## config.mk

```make
export PLATFORM = sky130hd
export DESIGN_NAME = pipeline_stall_responder
export DESIGN_NICKNAME = d
export VERILOG_FILES = /design/src/rtl/pipeline_stall_responder.sv
export SDC_FILE = /design/constraint.sdc
export NUM_CORES = 1
export LEC_CHECK = 0
export ABC_AREA = 0
export ABC_CLOCK_PERIOD_IN_PS = 7580
export BUFFER_PORTS_ARGS = -buffer_cell sky130_fd_sc_hd__buf_4
export CELL_PAD_IN_SITES_DETAIL_PLACEMENT = 1
export CELL_PAD_IN_SITES_GLOBAL_PLACEMENT = 1
export CORE_MARGIN = 3
export CORE_UTILIZATION = 39
export DETAILED_ROUTE_END_ITERATION = 16
export HOLD_SLACK_MARGIN = 0.08
export MAX_ROUTING_LAYER = met4
export PLACE_DENSITY_LB_ADDON = 0.2
export RECOVER_POWER = 100
export SETUP_SLACK_MARGIN = 0.1
export SYNTH_ARGS = -nofsm -noshare
export SYNTH_HDL_FRONTEND = slang
export SYNTH_SLANG_ARGS = --single-unit
```

## constraint.sdc

```tcl
create_clock -name Clk -period 7.58 [get_ports Clk]
set_input_delay 1.895 -clock Clk [delete_from_list [all_inputs] [get_ports Clk]]
set_output_delay 1.895 -clock Clk [all_outputs]
set_load 0.05 [all_outputs]
```

## src/rtl/pipeline_stall_responder.sv

```systemverilog
// pipeline_stall_responder
// Consumer side of the hazard-detection interface. Owns the fetch PC, the
// IF/ID register and the ID/EX control register. It acts on the hazard unit's
// hold and bubble requests, applies branch flushes, flags incoherent hazard
// inputs, and keeps stall statistics.
//
// Valid semantics: IF_IDValid / ID_EXValid are high when the stage register
// holds a real instruction. They are low for a NOP or bubble. There is no
// back-pressure path: the hazard inputs are commands that take effect on the
// next rising edge, and every output is registered.
module pipeline_stall_responder #(
   parameter int                    PC_WIDTH    = 32,
   parameter int                    INSTR_WIDTH = 32,
   parameter int                    CTRL_WIDTH  = 9,
   parameter logic [PC_WIDTH-1:0]   RESET_PC    = '0,
   parameter int                    CNT_WIDTH   = 16,
   parameter int                    MAX_STALL   = 8
) (
   input  logic                   Clk,
   input  logic                   Reset,
   input  logic                   PCWrite,
   input  logic                   IF_IDWrite,
   input  logic                   ID_EXRegMuxCon,
   input  logic                   Flush,
   input  logic [PC_WIDTH-1:0]    BranchTarget,
   input  logic [INSTR_WIDTH-1:0] Instruction,
   input  logic [CTRL_WIDTH-1:0]  ControlIn,
   output logic [PC_WIDTH-1:0]    PC,
   output logic [PC_WIDTH-1:0]    IF_IDPC,
   output logic [INSTR_WIDTH-1:0] IF_IDInstr,
   output logic                   IF_IDValid,
   output logic [CTRL_WIDTH-1:0]  ID_EXControl,
   output logic                   ID_EXValid,
   output logic                   StallActive,
   output logic [CNT_WIDTH-1:0]   StallCount,
   output logic [CNT_WIDTH-1:0]   BubbleCount,
   output logic                   StallTimeout,
   output logic                   ProtocolError
);

   localparam int                  RUN_W    = $clog2(MAX_STALL + 1);
   localparam logic [RUN_W-1:0]    RUN_MAX  = RUN_W'(MAX_STALL);
   localparam logic [RUN_W-1:0]    RUN_LAST = RUN_W'(MAX_STALL - 1);
   localparam logic [CNT_WIDTH-1:0] CNT_MAX = '1;
   localparam logic [PC_WIDTH-1:0] PC_STEP  = PC_WIDTH'(4);

   typedef enum logic {
      ST_RUN   = 1'b0,
      ST_STALL = 1'b1
   } state_t;

   state_t              state;
   state_t              state_next;
   logic [RUN_W-1:0]    run_cnt;
   logic [PC_WIDTH-1:0] pc_plus4;
   logic                bubble;
   logic                incoherent;

   // The PC+4 adder wraps modulo 2^PC_WIDTH.
   assign pc_plus4 = PC + PC_STEP;
   // A bubble is a hazard request or an empty IF/ID. A flush alone lets the branch proceed.
   assign bubble = ID_EXRegMuxCon | ~IF_IDValid;
   // The holds must agree with each other, and the bubble must be their complement.
   assign incoherent = (PCWrite != IF_IDWrite) | (ID_EXRegMuxCon != ~PCWrite);
   assign StallActive = (state == ST_STALL);

   // Stall FSM state register.
   always_ff @(posedge Clk or posedge Reset) begin
      if (Reset) state <= ST_RUN;
      else       state <= state_next;
   end

   // Stall FSM next state follows the bubble request. A flush has no effect on it.
   always_comb begin
      state_next = state;
      case (state)
         ST_RUN:   if (ID_EXRegMuxCon)  state_next = ST_STALL;
         ST_STALL: if (!ID_EXRegMuxCon) state_next = ST_RUN;
         default:  state_next = ST_RUN;
      endcase
   end

   // Fetch PC: a flush wins over an advance; otherwise the PC holds.
   always_ff @(posedge Clk or posedge Reset) begin
      if (Reset)        PC <= RESET_PC;
      else if (Flush)   PC <= BranchTarget;
      else if (PCWrite) PC <= pc_plus4;
   end

   // IF/ID register: a flush clears it even when a hold is requested.
   always_ff @(posedge Clk or posedge Reset) begin
      if (Reset) begin
         IF_IDPC    <= '0;
         IF_IDInstr <= '0;
         IF_IDValid <= 1'b0;
      end else if (Flush) begin
         IF_IDPC    <= '0;
         IF_IDInstr <= '0;
         IF_IDValid <= 1'b0;
      end else if (IF_IDWrite) begin
         IF_IDPC    <= pc_plus4;
         IF_IDInstr <= Instruction;
         IF_IDValid <= 1'b1;
      end
   end

   // ID/EX control register: a bubble zeroes the bundle and marks the stage empty.
   always_ff @(posedge Clk or posedge Reset) begin
      if (Reset) begin
         ID_EXControl <= '0;
         ID_EXValid   <= 1'b0;
      end else if (bubble) begin
         ID_EXControl <= '0;
         ID_EXValid   <= 1'b0;
      end else begin
         ID_EXControl <= ControlIn;
         ID_EXValid   <= 1'b1;
      end
   end

   // Saturating statistics counters.
   always_ff @(posedge Clk or posedge Reset) begin
      if (Reset) begin
         StallCount  <= '0;
         BubbleCount <= '0;
      end else begin
         if (ID_EXRegMuxCon && StallCount != CNT_MAX) StallCount <= StallCount + CNT_WIDTH'(1);
         if (bubble && BubbleCount != CNT_MAX)        BubbleCount <= BubbleCount + CNT_WIDTH'(1);
      end
   end

   // Consecutive-stall run length. Timeout is raised on the edge that completes MAX_STALL.
   always_ff @(posedge Clk or posedge Reset) begin
      if (Reset) begin
         run_cnt      <= '0;
         StallTimeout <= 1'b0;
      end else if (ID_EXRegMuxCon) begin
         if (run_cnt != RUN_MAX) run_cnt <= run_cnt + RUN_W'(1);
         if (run_cnt >= RUN_LAST) StallTimeout <= 1'b1;
      end else begin
         run_cnt <= '0;
      end
   end

   // Sticky flag for any incoherent combination of hazard inputs.
   always_ff @(posedge Clk or posedge Reset) begin
      if (Reset)           ProtocolError <= 1'b0;
      else if (incoherent) ProtocolError <= 1'b1;
   end

endmodule

```

Word-level counts from Yosys, hierarchy flattened --
Index checks and enable logic that the tools add are counted.
Word-level totals: bits in registers 146, bits of input ports 79, output and inout port bits 142
Operators by class: add/subtract/negate cells 4, magnitude comparators 1, equal/unequal tests 6, mux-type cells 13, bitwise operators 4, reduce and logical (&&, ||, !) cells 5
Operators by type and width (number):
- 32-bit two-way mux | 6
- 16-bit by 1-bit adder with 16-bit output, second input constant | 2
- 32-bit by 3-bit adder with 32-bit output, second input constant | 1
- 16-bit != test, second input constant | 2
- 9-bit two-way mux | 1
- 4-bit two-way mux | 2
- 4-bit by 1-bit adder with 4-bit output, second input constant | 1
- 4-bit by 3-bit greater-or-equal comparator with 1-bit output, second input constant | 1
- 1-bit two-way mux | 4
- 4-bit != test, second input constant | 1
- 2-bit nonzero test | 2
- 1-bit logical AND | 2
- 1-bit != test | 2
- 2-bit by 1-bit != test with 1-bit output, second input constant | 1
- 1-bit inverter | 2
- 1-bit bitwise OR | 2
- 2-bit AND reduction | 1

Longest topological paths before layout --
Gate-level depths: netlist (run 1).
depth in word-level cells 3, mapped depth 7, depth with buffers taken out 6

Worst setup path after synthesis (run 1) --
No wires, ideal clock.
path type in2reg, from input IF_IDWrite, to register IF_IDInstr[10], data arrival time 3.091 ns, data required time 7.448 ns, slack 4.357 ns, stages 5, path through clkbuf_1 > clkbuf_1 > buf_1 > mux2i_1 > nor2_1
On the way: cells in the longest elaborated chain, start to end 1
RTL lines:
- from (decl) | line 22 | input logic IF_IDWrite,
- 2-bit nonzero test (no source line)
- to (signal assigned) | line 102 | IF_IDInstr <= Instruction;
- to (decl) | line 30 | output logic [INSTR_WIDTH-1:0] IF_IDInstr,
Every way passes these cells. A chain may end at the register's enable or synchronous reset.

==> results, run 1 <==
- The area enclosed by the die boundary is 0.0199 sq mm.
- After synthesis, the netlist uses 42 different library cells.
- Yosys mapped a number of flops with a built-in enable equal to 0.
- In this run the most critical hold path is launched from StallTimeout.
- The worst ir drop on vdd is 178 uV.
- Derived from the worst setup path, the maximum achievable clock frequency is roughly 220 MHz.
- At the end of routability-driven placement, the weighted congestion stood at 0.852.
- The flow ran to the end, but the final reports show violations.
- The number of hold-repair buffers added at the cts stage is 0.
- The worst setup path is captured at an asynchronous set/reset pin.
- The top-area cell type share of the netlist area is 0.515.
- Traced cell by cell, the critical path runs through clkbuf_4, clkinvlp_2, buf_4.
- The count of synthesis-stage warnings from yosys is 0.
- The worst setup path is of the in -> async kind.
- The net count of the mapped netlist is approximately 800.
- The headroom to the max-slew limit is -1.27.
- Dividing total power by cell area gives a power density of ~280 mW/mm^2.
- The total placed instance area is between 0.008 and 0.009 sq mm.
- The clock tree synthesis step divided the H-tree into 4 levels.
- The total count of hold-check failures in the final report is 0.
- The share of the cycle needed by the critical path after routing is 0.607.
- STA puts the critical path data arrival time at around 5.0 ns.
- STA classifies the critical path startpoint as a primary input.
- The average wire length per cell after detail routing is about 20 um.
- The sequential share of the synthesized area is 0.515.
- The buffers inserted during post-CTS setup optimization is 0.
- For this block, the initial DRC count from the detailed router was 318.
- The area of the mapped netlist is ~0.007 sq mm.
- The die is between 100 and 150 um tall.
- The root cell of the clock tree is clkbuf_16.
- The number of setup violations in the final report is 0.
- After technology mapping, the gate count stands at a little over 700.
- The number of pins with negative max-slew slack in the final report is 133.
- For this run, asynchronously set or reset flops after synthesis account for 1.00.
- The first detailed-routing pass took 4 iterations.
- Entering global routing, the biggest net connects roughly 80 pins.
- The via count of the first global-routing pass is ~6700.
- The wire length of the first global-routing pass is roughly 37 mm.
- Setup repair after global routing left no endpoint under its margin.
- The total of flip-flops plus latches after synthesis is roughly 150.
- The maximum number of buffers from clock root to sink is 2.
- The post-layout minimum cycle time is ~4.6 ns.
- The worst stage delay on the critical path is around 1.9 ns.
- For the worst-skew pair, the clock arrives at the later sink with an insertion delay of 0.42 ns.
- The minimum setup slack among reg-to-reg paths is 5.00 ns.
- The total area inside the core boundary comes to approximately 0.018 sq mm.
- The overall routed net length is roughly 23 mm.
- The number of gates given a new drive strength after cts is 0.
- The worst register-to-register path begins at PC[13].
- For the worst flop-to-flop path, the logic depth is 4.
- The repair_antennas step left the layout with diodes totalling 0.
- The cell count of the worst hold path is 1.
- The via count is approximately 6300.
- The combined global-route utilization of all metal layers is 0.236.
- The fraction of layout cells with a size suffix above 1 is 0.130.
- Sorting the synthesized cells by area gives the leading types as dfrtp_1, mux2i_1, nor2_1.
- Summed over all layers, the global routing overflow is 0.
- The number of antenna violations at the first check in global routing is 0.
- The number of top-level pins is 221.
- The die is 141 um wide.
- A synthesized cell averages 9.99 sq um.
- The hold path endpoint is StallTimeout.
- The number of clock sinks seen by CTS is 146.
- The commonest register cell after synthesis is dfrtp_1.
- The worst endpoint required time is 7.99 ns.
- In this run the worst path has a maximum fanout of 74.
- After floorplanning, the core was divided into 48 placement rows.
- The slowest cell on the critical path is clkinvlp_2.
- The count of maximum capacitance violations is 2.
- The net count of the finished layout is ~990.
- The post-detailed-route DRC marker count is 0.
- Buffers inserted during clock tree synthesis total 17.
- The clock tree skew after final layout is around 0.014 ns.
- TritonCTS built the clock tree.
- Once layout is complete, the utilization of the core stands at 0.507.
- Once detailed placement completed, the half-perimeter wirelength came to roughly 16 mm.
- In this run the tool buffered the top-level ports with 220 buffer cells.
- The layout overhead on the synthesized area is 25.1%.
- Setup total negative slack on the finished layout was measured at 0 ns.
- The library cell occupying the most area in the post-synthesis netlist is dfrtp_1.
- The most common cell in the synthesized netlist is dfrtp_1.
- The mean number of vias per cell is approximately 5.5.
- The clock slew seen by the registers of the worst setup and hold paths is around 0.060 ns.
- The initial utilization of the core area, before any placement, comes to 0.405.
- The final cell area excluding filler cells is 0.00889 sq mm.
- By count the netlist is led by dfrtp_1, nor2_1, nand2_1.
- The antenna violation net count after detailed routing is 0.
- The checks that failed: max-capacitance violations, max-slew violations.
- In the post-route analysis, the smallest setup slack over all paths is around 3.0 ns.
- Before CTS, the worst setup slack after placement is roughly 3.8 ns.
- The path class of the lowest-slack min-delay path is reg -> reg.
- At the pin with the least slew margin, the transition time is ~3.4 ns.
- The capturing point of the worst reg2reg path is IF_IDPC[30].
- The cell leakage power is about 0.0038 uW.
-- worst max path at each step --
| stage | slack, ns | start | cells past startpoint | end |
|---|---|---|---|---|
| 4_1_cts | 4.29 | Flush | 4 | PC[27] |
| 5_1_grt | 2.39 | Reset | 3 | IF_IDPC[11] |
| 3_5_place_dp | 3.85 | Flush | 4 | PC[27] |
| 6_report | 2.98 | Reset | 3 | IF_IDInstr[17] |
| 3_3_place_gp | 3.87 | Flush | 4 | PC[20] |
| 2_1_floorplan | 1.76 | Reset | 1 | BubbleCount[0] |
-- layout make-up --
type                    instances  area (sq um)
fillers                      2093          8650
flip-flops and latches        146          3650
multi-input cells             500          3200
repair buffers                223          1130
clock buffers                  19           443
well taps                     225           282
clock inverters                13           125
inverters                      14          53.8
-- through the flow --
step	power (uW)	cells	hold slack [ns]
after global placement	1690	1108	0.446
after floorplan	1450	711	0.545
after detailed placement	1720	1108	0.452
final	2450	1140	0.461
after CTS	2550	1140	0.466
after global routing	2560	1140	0.499
-- kinds of logic (layout without fill, tap and decap cells) --
family / Yosys count / in the layout / share of synthesized area
adders and majority gates: 5 / 5 / 0.00881
and+or+nand+nor: 292 / 292 / 0.213
AOI/OAI and AO/OA: 107 / 107 / 0.101
buffers and inverters: 65 / 269 / 0.0349
xor gates and xnor gates: 51 / 51 / 0.0629
muxes: 45 / 45 / 0.0645
DFF: 146 / 146 / 0.515
-- registers in the layout, summed over array words and instances, names as in the netlist --
signal         flops
BubbleCount       16
ID_EXControl       9
ID_EXValid         1
IF_IDInstr        32
IF_IDPC           32
IF_IDValid         1
PC                32
ProtocolError      1
StallActive        1
StallCount        16
StallTimeout       1
run_cnt            4
-- metal layers --
| layer | routed length (um) | part of all wire | GRT usage |
|---|---|---|---|
| met1 | 9530 | 0.42 | 0.298 |
| met2 | 11300 | 0.50 | 0.382 |
| met3 | 1260 | 0.056 | 0.0509 |
| met4 | 428 | 0.019 | 0.0734 |
| met5 | 0 | 0 | - |
-- power by group --
group	total, uW	leakage (uW)	switching (uW)	internal [uW]
clock	826	0.000275	360	466
combinational	644	0.00169	486	158
sequential	979	0.00187	115	864
total	2450	0.00383	962	1490
-- worst max-delay path: cells and delay by family --
| family | cells | cell delay (ns) |
|---|---|---|
| buf+inv | 3 | 3.00 |
-- layout by cell type, fill, tap and decap left out, types with 3 or more instances in the layout --
master / n
dfrtp_1: 146
clkbuf_1: 146
nor2_1: 82
buf_4: 77
nand2_1: 52
mux2i_1: 39
o21ai_0: 33
xor2_1: 31
nand3_1: 30
nand4_1: 28
or4_1: 22
xnor2_1: 20
or3_1: 18
clkbuf_16: 17
a211oi_1: 15
a311oi_1: 13
a31oi_1: 12
inv_1: 12
and4_1: 11
nor4_1: 9
and2_0: 9
o31ai_1: 8
and2_1: 7
and3_1: 7
a21oi_1: 7
nor3_1: 6
o211ai_1: 6
mux2_2: 5
ha_1: 5
inv_6: 5
nor2b_1: 3
a41oi_1: 3
clkinv_4: 3
(Power assumes the default switching activity.)
==> run 2: changes to the inputs <==
- ABC_AREA: 0 -> 1
- ABC_CLOCK_PERIOD_IN_PS: 7580 -> 4500
- CORE_UTILIZATION: 39 -> 37
- clock period: 7.58 -> 4.5 ns (I/O delays scaled with it)
==> results, run 2 <==
- Status: complete, but fails checks (unchanged).
- Violated checks: max-capacitance violations, max-slew violations (unchanged).
- The via count of the first global-routing pass is 6837 (was 6720).
- The unique cell type count in the Yosys netlist came to 36 (was 42).
- Cells taking the most area after synthesis: dfrtp_1, nand2_1, a22o_1 (was dfrtp_1, mux2i_1, nor2_1).
- The number of rows created at floorplan is 49 (was 48).
- The sequential share of the synthesized area is 0.520 (was 0.515).
- The count of nets after finishing is 1112 (was 986).
- The antenna violation net count after detailed routing is 0 (unchanged).
- The fraction of registers with async set or reset after synthesis is 1.00 (unchanged).
- Commonest cells after routing, fill and taps aside: nand2_1, dfrtp_1, clkbuf_1, buf_4, nor2_1 (was dfrtp_1, clkbuf_1, nor2_1, buf_4, nand2_1).
- The starting density of the core was 0.383 (was 0.405).
- The most common cell after layout, fill and taps aside is nand2_1.
- The total congestion overflow is 0 (unchanged).
- The fraction of layout cells with a size suffix above 1 is 0.124 (was 0.130).
- The measured slew at the worst slew-check pin came to 2.06 ns (was 3.39 ns).
- The final RePlAce weighted congestion is 0.812 (was 0.852).
- The number of antenna repair diodes is 0 (unchanged).
- Unrepaired setup endpoints after global routing: no (unchanged).
- The root cell of the clock tree is clkbuf_16 (unchanged).
- The critical path start-end classification is in -> reg (was in -> async).
- The clock slew seen by the registers of the worst setup and hold paths is 0.06 ns (about the same).
- The maximum clock frequency is 328 MHz.
- The post-synthesis instance total is 817 (was 711).
- The startpoint of the most critical setup path is Flush (was Reset).
- Top cell types by occurrence after synthesis: nand2_1, dfrtp_1, nor2_1 (was dfrtp_1, nor2_1, nand2_1).
- The headroom to the max-slew limit came to -0.376 (was -1.27).
- The number of DRC violations after detailed-routing iteration 0 is 275 (was 318).
- The maximum fanout along the worst path is 44 (was 74).
- The path class of the lowest-slack min-delay path is reg -> reg (unchanged).
- The via count is 6669 (was 6324).
- The most frequently used cell type in the post-synthesis netlist is nand2_1 (was dfrtp_1).
- The placeable core region is 0.0183 sq mm (was 0.0175 sq mm).
- The clock tree skew after final layout was 0.0132 ns (was 0.0140 ns).
- The total of flip-flops plus latches after synthesis was 146 (unchanged).
- The count of synthesis-stage warnings from yosys came to 0 (unchanged).
- The number of gates given a new drive strength after cts is 0 (unchanged).
- The worst endpoint required time is 4.82 ns (was 7.99 ns).
- The wire length of the first global-routing pass is 37.3 mm (was 36.5 mm).
- The HPWL reported at the end of detailed placement came to 16.7 mm (was 15.9 mm).
- The layout overhead on the synthesized area came to 26.5% (was 25.1%).
- The share of the cycle needed by the critical path after routing is 0.677.
- The chip height was 144 um (was 141 um).
- The post-synthesis area per instance is 8.60 sq um (was 9.99 sq um).
- The worst ir drop on vdd is 264 uV (was 178 uV).
- The commonest register cell after synthesis was dfrtp_1 (unchanged).
- The number of clock sinks seen by CTS is 146 (unchanged).
- The pin count of the biggest net entering global routing is 147 (was 78).
- The total of fill cells in the finished design is 2294 (was 2093).
- The detailed-routing iteration count for the pre-antenna-repair pass was 5 (was 4).
- The startpoint of the worst hold path is ProtocolError (was StallTimeout).
- The library cell occupying the most area in the post-synthesis netlist is dfrtp_1 (unchanged).
- The number of hold-repair buffers added at the cts stage is 0 (unchanged).
- The buffers inserted during post-CTS setup optimization is 0 (unchanged).
- The number of flops mapped to enable cells by yosys is 0 (unchanged).
- The maximum number of buffers from clock root to sink is 2 (unchanged).
- The cell leakage power was 0.00413 uW (was 0.00383 uW).
- The H-tree depth reported by CTS is 4 (unchanged).
- The setup TNS came to 0 ns (unchanged).
- The mean number of vias per cell was 5.26 (was 5.55).
- The total count of hold-check failures in the final report was 0 (unchanged).
- The TritonCTS clock tree is yes (unchanged).
- Subtracting the final worst setup slack from the clock period gives just over 3 ns.
- The overall routed net length is 23.9 mm (was 22.6 mm).
- The number of pins with negative max-slew slack in the final report is 147 (was 133).
- The area enclosed by the die boundary is 0.0207 sq mm (was 0.0199 sq mm).
- The die boundary width was 144 um (was 141 um).
- The number of antenna violations at the first check in global routing came to 0 (unchanged).
- The net count of the mapped netlist is 901 (was 795).
- The final design utilization is 0.485 (was 0.507).
- The area of the mapped netlist is 0.00702 sq mm (was 0.00710 sq mm).
- The critical path arrival is 3.37 ns (was 5.01 ns).
- The combined global-route utilization of all metal layers is 0.238 (was 0.236).
- The top-area cell type share of the netlist area is 0.520 (was 0.515).
- The number of setup violations in the final report is 0 (unchanged).
- The number of top-level pins is 221 (unchanged).
- The type of destination of the critical path was a flop (was asynchronous set/reset pin).
- The power density normalized to cell area is 468 mW/mm^2 (was 276 mW/mm^2).
- Regs by FF count: IF_IDInstr x32, IF_IDPC x32, PC x32 (unchanged).
- The launching point of the worst reg2reg path is StallCount[0] (was PC[13]).
- The number of port buffers is 220 (unchanged).
- The average wire length per cell after detail routing is 18.8 um (was 19.8 um).
- The count of maximum capacitance violations is 1 (was 2).
- The insertion delay of the later-clocked pin in the worst-skew pair is 0.43 ns (was 0.42 ns).
- The minimum hold slack is 0.472 ns (was 0.461 ns).
- The element type at the critical path start is a primary input (unchanged).
- The number of buffers added by the clock tree synthesis step is 17 (unchanged).
- The post-detailed-route DRC marker count is 0 (unchanged).
## run 2: changes by cell type after synthesis, sizes merged, moves of 22 or more
| cell | before | now |
|---|---|---|
| inv | 13 | 63 |
| nand2 | 52 | 246 |
| a22o | 0 | 32 |
| or4 | 22 | 0 |
| a22oi | 1 | 28 |
| mux2i | 39 | 0 |
## run 2: worst max-delay path, cell delays in order
cell and delay (ns):
buf_4 0.27, nor2_1 0.90, clkbuf_1 0.76, a22oi_1 0.13, o21ai_0 0.16
## run 2: final timing paths
kind | to | slack, ns | cells past startpoint
max in group asynchronous | ID_EXControl[6] | 1.72 | 3
hold reg to reg | ProtocolError | 0.47 | 2
hold / removal | ProtocolError | 0.47 | 2
min in group asynchronous | StallCount[7] | 1.40 | 3
setup reg to reg | StallCount[13] | 2.04 | 8
setup / recovery | PC[9] | 1.45 | 5
## run 2: layout make-up
class / count / area, sq um / area share
sequential: 146 / 3650 / 0.411
clock buffer: 19 / 443 / 0.0498
tap: 229 / 287 / 0.0322
multi-input combinational: 574 / 2940 / 0.331
timing repair buffer: 225 / 1160 / 0.130
clock inverter: 12 / 158 / 0.0177
inverter: 64 / 246 / 0.0277
## run 2: kinds of logic after synthesis
| logic type | Yosys count | synth area share |
|---|---|---|
| AND/OR/NAND/NOR | 415 | 0.259 |
| buffers and inverters | 97 | 0.0572 |
| XOR/XNOR | 27 | 0.0337 |
| adder cells (fa/ha/maj) | 5 | 0.00891 |
| flip-flops | 146 | 0.520 |
| AO/OA/AOI/OAI | 127 | 0.121 |
## run 2: metal layers
metal,vias up,track usage,share of wire
li1,3131,-,-
met2,207,0.393,0.50
met3,21,0.0496,0.056
met4,0,0.0585,0.011
met1,3310,0.302,0.43
met5,-,-,0
## run 2: stage by stage
step | power [uW] | std cells | area, sq um | setup slack [ns]
after floorplan | 2420 | 817 | 7030 | 1.54
after global placement | 2830 | 1237 | 8860 | 1.55
after detailed placement | 2860 | 1237 | 8860 | 1.48
after CTS | 4340 | 1268 | 9460 | 1.89
after global routing | 4360 | 1269 | 8890 | 1.32
final | 4160 | 1269 | 8890 | 1.45
## run 2: where the power goes
part           leakage [uW]  internal (uW)  switching, uW  total (uW)
sequential          0.00190           1450            170        1620
combinational       0.00194            242            823        1070
clock              0.000285            886            586        1470
total               0.00413           2580           1580        4160
